## src/rtl/wash_pkg.sv

```systemverilog
// Shared definitions for the washing-machine cycle sequencer: one-hot state
// codes, error codes and the fault-priority encoder.
package wash_pkg;

  localparam int STATE_W = 10;

  localparam logic [STATE_W-1:0] ST_IDLE     = 10'b00_0000_0001;
  localparam logic [STATE_W-1:0] ST_READY    = 10'b00_0000_0010;
  localparam logic [STATE_W-1:0] ST_FILL     = 10'b00_0000_0100;
  localparam logic [STATE_W-1:0] ST_WASH     = 10'b00_0000_1000;
  localparam logic [STATE_W-1:0] ST_RINSE    = 10'b00_0001_0000;
  localparam logic [STATE_W-1:0] ST_SPIN     = 10'b00_0010_0000;
  localparam logic [STATE_W-1:0] ST_DRAIN    = 10'b00_0100_0000;
  localparam logic [STATE_W-1:0] ST_COMPLETE = 10'b00_1000_0000;
  localparam logic [STATE_W-1:0] ST_PAUSE    = 10'b01_0000_0000;
  localparam logic [STATE_W-1:0] ST_ERROR    = 10'b10_0000_0000;

  localparam logic [2:0] ERR_NONE   = 3'd0;
  localparam logic [2:0] ERR_MOTOR  = 3'd1;
  localparam logic [2:0] ERR_WATER  = 3'd2;
  localparam logic [2:0] ERR_SENSOR = 3'd3;
  localparam logic [2:0] ERR_DOOR   = 3'd4;

  // Highest-priority active fault wins when several are raised together.
  function automatic logic [2:0] fault_code(input logic motor, input logic water,
                                            input logic sensor, input logic door);
    if (motor)       return ERR_MOTOR;
    else if (water)  return ERR_WATER;
    else if (sensor) return ERR_SENSOR;
    else if (door)   return ERR_DOOR;
    else             return ERR_NONE;
  endfunction

endpackage

```

## src/rtl/phase_timer.sv

```systemverilog
// Down-counting phase timer: loads a duration, decrements while enabled and
// parks at zero.
module phase_timer #(
  parameter int CNT_W = 16
) (
  input  logic             clock,
  input  logic             reset,
  input  logic             load,
  input  logic [CNT_W-1:0] value,
  input  logic             enable,
  output logic [CNT_W-1:0] count,
  output logic             zero
);

  always_ff @(posedge clock or negedge reset) begin
    if (!reset) begin
      count <= '0;
    end else if (load) begin
      count <= value;
    end else if (enable && (count != '0)) begin
      count <= count - CNT_W'(1);
    end
  end

  assign zero = (count == '0);

endmodule

```

## src/rtl/wash_cycle_sequencer.sv

```systemverilog
// Washing-machine cycle sequencer: one-hot FSM driving fill/wash/rinse/drain/spin
// phases with a multi-rinse loop, pause/resume and a latched error code.
module wash_cycle_sequencer
  import wash_pkg::*;
#(
  parameter int CNT_W     = 16,
  parameter int FILL_CYC  = 8,
  parameter int WASH_CYC  = 20,
  parameter int RINSE_CYC = 12,
  parameter int DRAIN_CYC = 8,
  parameter int SPIN_CYC  = 16,
  parameter int MAX_RINSE = 3,
  parameter int RINSE_W   = 2
) (
  input  logic               clock,
  input  logic               reset,
  input  logic               door_closed,
  input  logic               start_button,
  input  logic               pause_button,
  input  logic               cancel_button,
  input  logic [RINSE_W-1:0] rinse_count,
  input  logic               motor_failure,
  input  logic               low_water_pressure,
  input  logic               sensor_malfunction,
  output logic [STATE_W-1:0] state,
  output logic [CNT_W-1:0]   phase_remaining,
  output logic [RINSE_W-1:0] rinses_done,
  output logic [2:0]         error_code,
  output logic               complete,
  output logic               water_filling,
  output logic               motor_on,
  output logic               door_locked
);

  localparam logic [CNT_W-1:0]   FILL_LD  = CNT_W'(FILL_CYC - 1);
  localparam logic [CNT_W-1:0]   WASH_LD  = CNT_W'(WASH_CYC - 1);
  localparam logic [CNT_W-1:0]   RINSE_LD = CNT_W'(RINSE_CYC - 1);
  localparam logic [CNT_W-1:0]   DRAIN_LD = CNT_W'(DRAIN_CYC - 1);
  localparam logic [CNT_W-1:0]   SPIN_LD  = CNT_W'(SPIN_CYC - 1);
  localparam logic [RINSE_W-1:0] MAX_R    = RINSE_W'(MAX_RINSE);

  logic [STATE_W-1:0] next_state;
  logic [STATE_W-1:0] saved_phase;
  logic [RINSE_W-1:0] target;
  logic [RINSE_W-1:0] rinse_req;
  logic               washed;
  logic               any_fault;
  logic               door_breach;
  logic               in_phase;
  logic               timer_load;
  logic [CNT_W-1:0]   timer_value;
  logic               timer_enable;
  logic [CNT_W-1:0]   timer_count;
  logic               timer_zero;

  assign any_fault   = motor_failure | low_water_pressure | sensor_malfunction;
  assign door_breach = !door_closed && door_locked;
  assign in_phase    = (state == ST_FILL) || (state == ST_WASH) || (state == ST_RINSE) ||
                       (state == ST_DRAIN) || (state == ST_SPIN);
  assign rinse_req   = (rinse_count > MAX_R) ? MAX_R : rinse_count;

  phase_timer #(.CNT_W(CNT_W)) u_timer (
    .clock  (clock),
    .reset  (reset),
    .load   (timer_load),
    .value  (timer_value),
    .enable (timer_enable),
    .count  (timer_count),
    .zero   (timer_zero)
  );

  assign phase_remaining = timer_count;

  always_ff @(posedge clock or negedge reset) begin
    if (!reset) begin
      state <= ST_IDLE;
    end else begin
      state <= next_state;
    end
  end

  // Priority: fault > cancel > pause > start > phase/door transition.
  always_comb begin
    next_state = state;
    if (any_fault || door_breach) begin
      next_state = ST_ERROR;
    end else if (state == ST_ERROR) begin
      if (cancel_button && door_closed) next_state = ST_IDLE;
    end else if (cancel_button) begin
      next_state = ST_IDLE;
    end else if (pause_button && in_phase) begin
      next_state = ST_PAUSE;
    end else begin
      case (state)
        ST_IDLE:     if (door_closed) next_state = ST_READY;
        ST_READY: begin
          if (start_button && door_closed) next_state = ST_FILL;
          else if (!door_closed)           next_state = ST_IDLE;
        end
        ST_FILL:     if (timer_zero) next_state = washed ? ST_RINSE : ST_WASH;
        ST_WASH:     if (timer_zero) next_state = ST_DRAIN;
        ST_RINSE:    if (timer_zero) next_state = ST_DRAIN;
        ST_DRAIN: begin
          if (timer_zero) next_state = (washed && (rinses_done < target)) ? ST_FILL : ST_SPIN;
        end
        ST_SPIN:     if (timer_zero) next_state = ST_COMPLETE;
        ST_COMPLETE: if (!door_closed) next_state = ST_IDLE;
        ST_PAUSE:    if (start_button) next_state = saved_phase;
        default:     next_state = ST_IDLE;
      endcase
    end
  end

  always_comb begin
    complete      = (state == ST_COMPLETE);
    water_filling = (state == ST_FILL);
    motor_on      = (state == ST_WASH) || (state == ST_RINSE) || (state == ST_SPIN);
    door_locked   = in_phase || (state == ST_PAUSE);
  end

  // A phase reloads only on fresh entry; resuming from PAUSE keeps the frozen count.
  always_comb begin
    timer_load   = 1'b0;
    timer_value  = '0;
    timer_enable = (state != ST_PAUSE) && (next_state != ST_PAUSE);
    if ((next_state != state) && (state != ST_PAUSE)) begin
      case (next_state)
        ST_FILL:  begin timer_load = 1'b1; timer_value = FILL_LD;  end
        ST_WASH:  begin timer_load = 1'b1; timer_value = WASH_LD;  end
        ST_RINSE: begin timer_load = 1'b1; timer_value = RINSE_LD; end
        ST_DRAIN: begin timer_load = 1'b1; timer_value = DRAIN_LD; end
        ST_SPIN:  begin timer_load = 1'b1; timer_value = SPIN_LD;  end
        default:  ;
      endcase
    end
    if ((next_state == ST_IDLE) && (state != ST_IDLE)) begin
      timer_load  = 1'b1;
      timer_value = '0;
    end
  end

  always_ff @(posedge clock or negedge reset) begin
    if (!reset) begin
      saved_phase <= ST_IDLE;
      target      <= '0;
      washed      <= 1'b0;
      rinses_done <= '0;
      error_code  <= ERR_NONE;
    end else begin
      if ((next_state == ST_PAUSE) && (state != ST_PAUSE)) saved_phase <= state;
      if ((state == ST_READY) && (next_state == ST_FILL)) begin
        target      <= rinse_req;
        washed      <= 1'b0;
        rinses_done <= '0;
      end
      if ((state == ST_WASH) && (next_state == ST_DRAIN)) washed <= 1'b1;
      if ((state == ST_RINSE) && (next_state == ST_DRAIN)) rinses_done <= rinses_done + RINSE_W'(1);
      if ((state != ST_ERROR) && (next_state == ST_IDLE) && cancel_button) rinses_done <= '0;
      if ((state != ST_ERROR) && (next_state == ST_ERROR)) begin
        error_code <= fault_code(motor_failure, low_water_pressure, sensor_malfunction, door_breach);
      end else if ((state == ST_ERROR) && (next_state == ST_IDLE)) begin
        error_code <= ERR_NONE;
      end
    end
  end

endmodule

```

## config.mk

```make
export PLATFORM = sky130hd
export DESIGN_NAME = wash_cycle_sequencer
export DESIGN_NICKNAME = d
export VERILOG_FILES = /design/src/rtl/wash_pkg.sv /design/src/rtl/phase_timer.sv /design/src/rtl/wash_cycle_sequencer.sv
export SDC_FILE = /design/constraint.sdc
export NUM_CORES = 1
export LEC_CHECK = 0
export CORE_ASPECT_RATIO = 1.4
export CORE_MARGIN = 8
export CORE_UTILIZATION = 39
export CTS_CLUSTER_DIAMETER = 150
export DETAILED_ROUTE_END_ITERATION = 16
export SLEW_MARGIN = 20
export SYNTH_ARGS = -nofsm -noshare
export SYNTH_HDL_FRONTEND = slang
export SYNTH_SLANG_ARGS = --single-unit
```

## constraint.sdc

```tcl
create_clock -name clock -period 4.2 [get_ports clock]
set_input_delay 1.05 -clock clock [delete_from_list [all_inputs] [get_ports clock]]
set_output_delay 1.05 -clock clock [all_outputs]
set_load 0.005 [all_outputs]
```

==> results.cfg <==
[status]
status = finished, final reports clean

[global_routing]
grt_max_degree = 45
antenna_found_initial = 0
grt_usage_pct = 20.8
grt_pass1_wl_microns = 20700
grt_overflow = 0
grt_pass1_vias = 3852

[worst_setup_path]
cp_cell_sequence = clkdlybuf4s50_1, and2_1, and4_1, a311oi_2, buf_4, o21a_1, a21oi_1, mux2_1, or4_1, a311o_2, a22o_1, o311a_1
rr_startpoint = state[2]
required_ns = 4.38
endpoint = u_timer.count[4]
worstPathMaxFanout = 6
path_buf_inv = 2
max_stage_delay_ns = 0.52
critPathCaptureType = flip-flop
worstSetupPathType = in -> reg
reg2reg_depth = 12
cp_slowest_cell = clkdlybuf4s50_1
rrSetupSlack_ns = 0.22
cp.depth = 12
arrival_ns = 4.22
cp-startpoint = start_button
startpoint_type = primary input
crit_family = compound AO/OA/AOI/OAI gates
regToRegEndpoint = u_timer.count[15]

[synth]
synth_top_flop_cell = dfrtp_1
ys_ff_latch = 44
yosys_warnings = 0
synth_cell_type_count = 87
synth_seq_area_share_pct = 30.9
syn-cell-area_sq_um = 3580
syn_area_per_cell_sq_um = 8.47
syn-num-nets = 435
async_flop_share_pct = 100
syn-instance-count = 422
synth-edff-count = 0

[flow_run]
maxCapViolations = 0

[finish]
syn_to_final_growth_pct = 36.5
fin_util_pct = 54.4
final_nets = 550
drive_gt1_share_pct = 25.3
final_common_cell = buf_4
final_cell_mix = buf_4 (85), nor2_1 (44), clkdlybuf4s50_1 (44), dfrtp_1 (42), nand2_1 (39)
diodes = 0
num-fill-cells = 870
instances_no_fill = 645

[floorplan]
ioPinCount = 46
row_count = 41
start_util_pct = 39.8
core-area_sq_um = 8980
die_y_microns = 129
fp.dieArea_sq_um = 12500
die_w_microns = 96.9

[clock_network]
cts_root_buffer = clkbuf_16
insertion_delay_ns = 0.30
cts.clk_slew.worst_paths_ns = 0.06
cts_buffers = 5
clock_sinks = 44
htree_num_levels = 2
clk_path_buf_depth = 2
postCtsSetupBuffers = 0
cts_tree = done

[sta]
finalCritPeriodShare_pct = 96.2
worstMarginPinSlew_ns = 0.742
skew_ns = 0.00795
fin_crit_ns = 4.04
hold_slack_ns = 0.483
slew_headroom_pct = 50.4
rsz0062_at_grt = false
hold_viol = 0
report.final.slew_viol_count = 0
fmax_mhz = 247
setup_viol = 0

[routing]
drtIter0Drc = 329
avgViaCountPerCell = 5.91
routedWlPerCell_microns = 20.8
wl_microns = 13400
drtAntennaViolNets = 0
vias = 3812
drtPass1Iterations = 5
drcViolationCount = 0

[placement]
dp_hpwl_microns = 10700
port-buffer-count = 45
dp_cells = 637
gp_congestion = 0.990

[min_path]
hold_class = reg -> reg

[pwr]
pwr_density_cell_nw_per_um2 = 312
irDropWorstVdd_mv = 0.360
cellLeakagePower_nw = 2.03
==> stage by stage <==
step | power (W) | area (sq um) | setup slack (ns) | TNS, ns
floorplan | 0.000794 | 3580 | 0.515 | 0
global placement | 0.00105 | 4690 | -0.218 | -3.12
detailed placement | 0.00105 | 4690 | -0.195 | -3.24
CTS | 0.00154 | 4870 | 0.0733 | 0
global route | 0.00161 | 4880 | 0.0208 | 0
finish | 0.00152 | 4880 | 0.158 | 0
==> power by group <==
| part | switching, W | leakage [nW] | total [W] | internal (W) |
|---|---|---|---|---|
| clock network | 0.000181 | 0.0871 | 0.000479 | 0.000298 |
| logic | 0.000193 | 1.38 | 0.000453 | 0.000260 |
| registers | 0.0000987 | 0.563 | 0.000589 | 0.000490 |
| total | 0.000473 | 2.03 | 0.00152 | 0.00105 |
==> state kept, by name (all words and copies together), names as in the netlist <==
name	flops
state	10
saved_phase	10
rinses_done	2
washed	1
u_timer.count	16
error_code	3
target	2
==> kinds of logic after synthesis <==
kind of cell               count (synthesis)  share of synthesized area, %
DFF                                       44                          30.9
and+or+nand+nor                          218                          35.8
muxes                                     12                          3.53
xor gates and xnor gates                  18                          4.41
AOI/OAI and AO/OA                         89                          19.7
adders and majority gates                  2                         0.700
buffers and inverters                     39                          5.04
==> worst min path at each step <==
stage | from | cells past startpoint | endpoint | slack, ns
6_report | error_code[1] | 2 | error_code[1] | 0.48
5_1_grt | saved_phase[0] | 1 | saved_phase[0] | 0.51
4_1_cts | error_code[1] | 2 | error_code[1] | 0.49
3_5_place_dp | saved_phase[5] | 2 | saved_phase[5] | 0.47
3_3_place_gp | saved_phase[5] | 2 | saved_phase[5] | 0.46
2_1_floorplan | saved_phase[6] | 2 | saved_phase[6] | 0.45
==> layer usage <==
| layer | vias up | share of wire, % | track usage (%) |
|---|---|---|---|
| met5 | - | 0 | 0 |
| met4 | 0 | 5.3 | 11.6 |
| met3 | 42 | 4.5 | 3.04 |
| met2 | 139 | 52 | 38.7 |
| met1 | 1824 | 38 | 22.2 |
| li1 | 1807 | - | - |
==> area by class of cell <==
class / count / area (sq um) / area share, %
repair buffers: 130 / 1100 / 22.5
flip-flops and latches: 44 / 1100 / 22.6
well taps: 107 / 134 / 2.74
clock buffers: 6 / 139 / 2.84
inverters: 17 / 63.8 / 1.31
multi-input cells: 339 / 2300 / 47.2
clock inverters: 2 / 38.8 / 0.794
==> cells in the mapped netlist (7+ instances only) <==
| cell type | n | area [sq um] |
|---|---|---|
| a21oi_1 | 15 | 75.1 |
| and2_1 | 10 | 62.6 |
| clkbuf_1 | 10 | 37.5 |
| dfrtp_1 | 42 | 1050 |
| inv_1 | 17 | 63.8 |
| mux2i_1 | 7 | 70.1 |
| nand2_1 | 39 | 146 |
| nand3_1 | 20 | 100 |
| nand4_1 | 11 | 68.8 |
| nor2_1 | 44 | 165 |
| nor3_1 | 15 | 75.1 |
| nor4_1 | 10 | 62.6 |
| o21ai_0 | 12 | 60.1 |
| or3_1 | 7 | 43.8 |
| or4_1 | 7 | 52.6 |
| xor2_1 | 13 | 114 |
==> tightest hold or removal path, cell delays in order, from the launching register on <==
cell and delay, ns:
dfrtp_1 0.34, nand2_1 0.05, o31ai_1 0.06
==> repair_timing <==
| action | in CTS | in global routing |
|---|---|---|
| gates resized for setup | 0 | 2 |
| endpoints found under the setup margin | 0 | 12 |
| hold buffers | 0 | 0 |
No activity file was read; power rests on OpenSTA's default activity.
==> patch (same flow settings) <==
`CNT_W` is set to 16 in 2 places; all go to 32.
--- a/src/rtl/phase_timer.sv
+++ b/src/rtl/phase_timer.sv
@@ -2,5 +2,5 @@
 // parks at zero.
 module phase_timer #(
-  parameter int CNT_W = 16
+  parameter int CNT_W = 32
 ) (
   input  logic             clock,
--- a/src/rtl/wash_cycle_sequencer.sv
+++ b/src/rtl/wash_cycle_sequencer.sv
@@ -4,5 +4,5 @@
   import wash_pkg::*;
 #(
-  parameter int CNT_W     = 16,
+  parameter int CNT_W     = 32,
   parameter int FILL_CYC  = 8,
   parameter int WASH_CYC  = 20,
Interface: changed (resized phase_remaining); port bits go from 46 to 62. The function was not compared with the original's and may differ.
==> patch against the original RTL <==
- count of clock-buffer cells in the layout is 4 higher
- sequential cell count is 16 higher
- setup slack better by 0.057 ns
- design area is 13% higher
- synthesized area is 17% higher
- wire length is 1.9% lower
Power is not compared: it rests on default switching activity, and its combinational part moved more than twofold at a synthesized area within 25%.
==> patch: results (changes against the original RTL) <==
[placed_design]
dp_slack_ns=0.03535  ; +0.2299 ns
numPortBuffers=61  ; +36%
place_congestion=0.9938  ; +0.43%
placed_area_sq_um=5155  ; +9.9%
dpl.hpwl_um=10210  ; -4.5%
placed_cells=690  ; +8.3%

[critical_path]
crit_fanout=10  ; +4
critPathMaxStageDelay_ns=0.52  ; about the same
r2r-start=state[6]$_DFF_PN0_
crit_start=state[6]$_DFF_PN0_
critical_path.top_delay_family=simple AND/OR/NAND/NOR gates
critPathSlowestCell=dfrtp_1

[drt]
firstDrtPassIters=4  ; -1
first_iter_violations=256  ; -22%
vias=4032  ; +5.8%
wire_per_inst_um=18.62  ; -10%

[global_route]
grt_usage_pct=18.57  ; -2.3 points
grt_max_degree=48  ; +6.7%
grt_pass1_vias=4097  ; +6.4%
grt_pass1_wl_um=21580  ; +4.2%

[logic_synthesis]
yosysSeqAreaShare_pct=35.94  ; +5.1 points
ys_top_cells_by_area=dfrtp_1 (35%), nor2_1 (5.3%), nand2_1 (3.7%)
synth_nets=486  ; +12%
synth_edf_count=0  ; unchanged
ys_types=80  ; -8.0%
synth_cells=472  ; +12%
synthTopCellsByCount=nor2_1 (59), dfrtp_1 (58), nand2_1 (41)

[sta]
max_slew.worst_pin.slew_ns=0.6238  ; -0.1185 ns
skew_ns=0.007305  ; -0.0006421 ns

[clocking]
htreeDepth=3  ; +1
insertion_delay_ns=0.33  ; +0.03 ns
path_clk_slew_ns=0.06  ; about the same
cts_buffers=9  ; +4
cts_root_buffer=clkbuf_16

[final_layout]
drive_above_1_share_pct=19.19  ; -6.1 points
layout.nets=577  ; +4.9%
biggestRegsByFlops=u_timer.count: 32 flops, saved_phase: 10 flops, state: 10 flops
stdcell_count=706  ; +9.5%

[min_path]
min_from=saved_phase[7]$_DFFE_PN0P_

[pwr]
vdd.ir_drop.worst_mv=0.2204

[outcome]
status=complete, no violations

## patch: cell count changes after synthesis, moves of 5 or more
cell / change
mux2i_1: -6
a211oi_1: +5
buf_2: +7
xnor2_1: +9
nor2_1: +15
nand3_1: -12
o31ai_1: +5
inv_1: -7
nor2_2: +10
dfrtp_1: +16
nor3_1: +6
## patch: cell type report
cell class	instances	area [sq um]
timing repair buffer	101	920.9
clock buffer	10	239.0
fill	963	4897
inverter	11	41.29
multi-input combinational	380	2519
tap	138	172.7
sequential	60	1504
clock inverter	6	111.4
## patch: kinds of logic (layout without fill, tap and decap cells)
group,after synthesis,after routing,share of synthesized area (%)
AO/OA/AOI/OAI,97,97,17.46
AND/OR/NAND/NOR,239,239,32.39
adder cells (fa/ha/maj),3,3,0.8972
XOR/XNOR,30,30,6.460
flip-flops,60,60,35.94
multiplexers,11,11,2.990
buffers and inverters,32,128,3.858
## patch: worst register-to-register path, delay by kind of cell (launching register included)
family	cells	cell delay (ns)
flops	1	0.52
buf+inv	2	0.43
simple gates	7	1.54
compound gates	5	1.41
## patch: power by group
group | total [mW] | switching [mW] | internal [mW]
Sequential | 0.922 | 0.204 | 0.718
Combinational | 0.921 | 0.424 | 0.497
Clock | 0.873 | 0.278 | 0.595
## patch: path summary, 6_finish.rpt
check                                                 to  slack [ns]  cells after the start
max in group asynchronous     saved_phase[0]$_DFFE_PN1P_        2.78                      2
hold / removal                saved_phase[7]$_DFFE_PN0P_        0.49                      1
hold reg to reg               saved_phase[7]$_DFFE_PN0P_        0.49                      1
setup / recovery            u_timer.count[2]$_DFFE_PN0P_        0.21                     14
min in group asynchronous  u_timer.count[26]$_DFFE_PN0P_        0.72                      1
setup reg to reg            u_timer.count[2]$_DFFE_PN0P_        0.21                     14
## patch: routing by layer
layer	wire, um	up-vias	GRT usage (%)
met1	5178	1943	20.02
met4	454	0	9.394
li1	-	1928	-
met5	0	-	0
met2	6815	129	32.89
met3	700	32	4.465
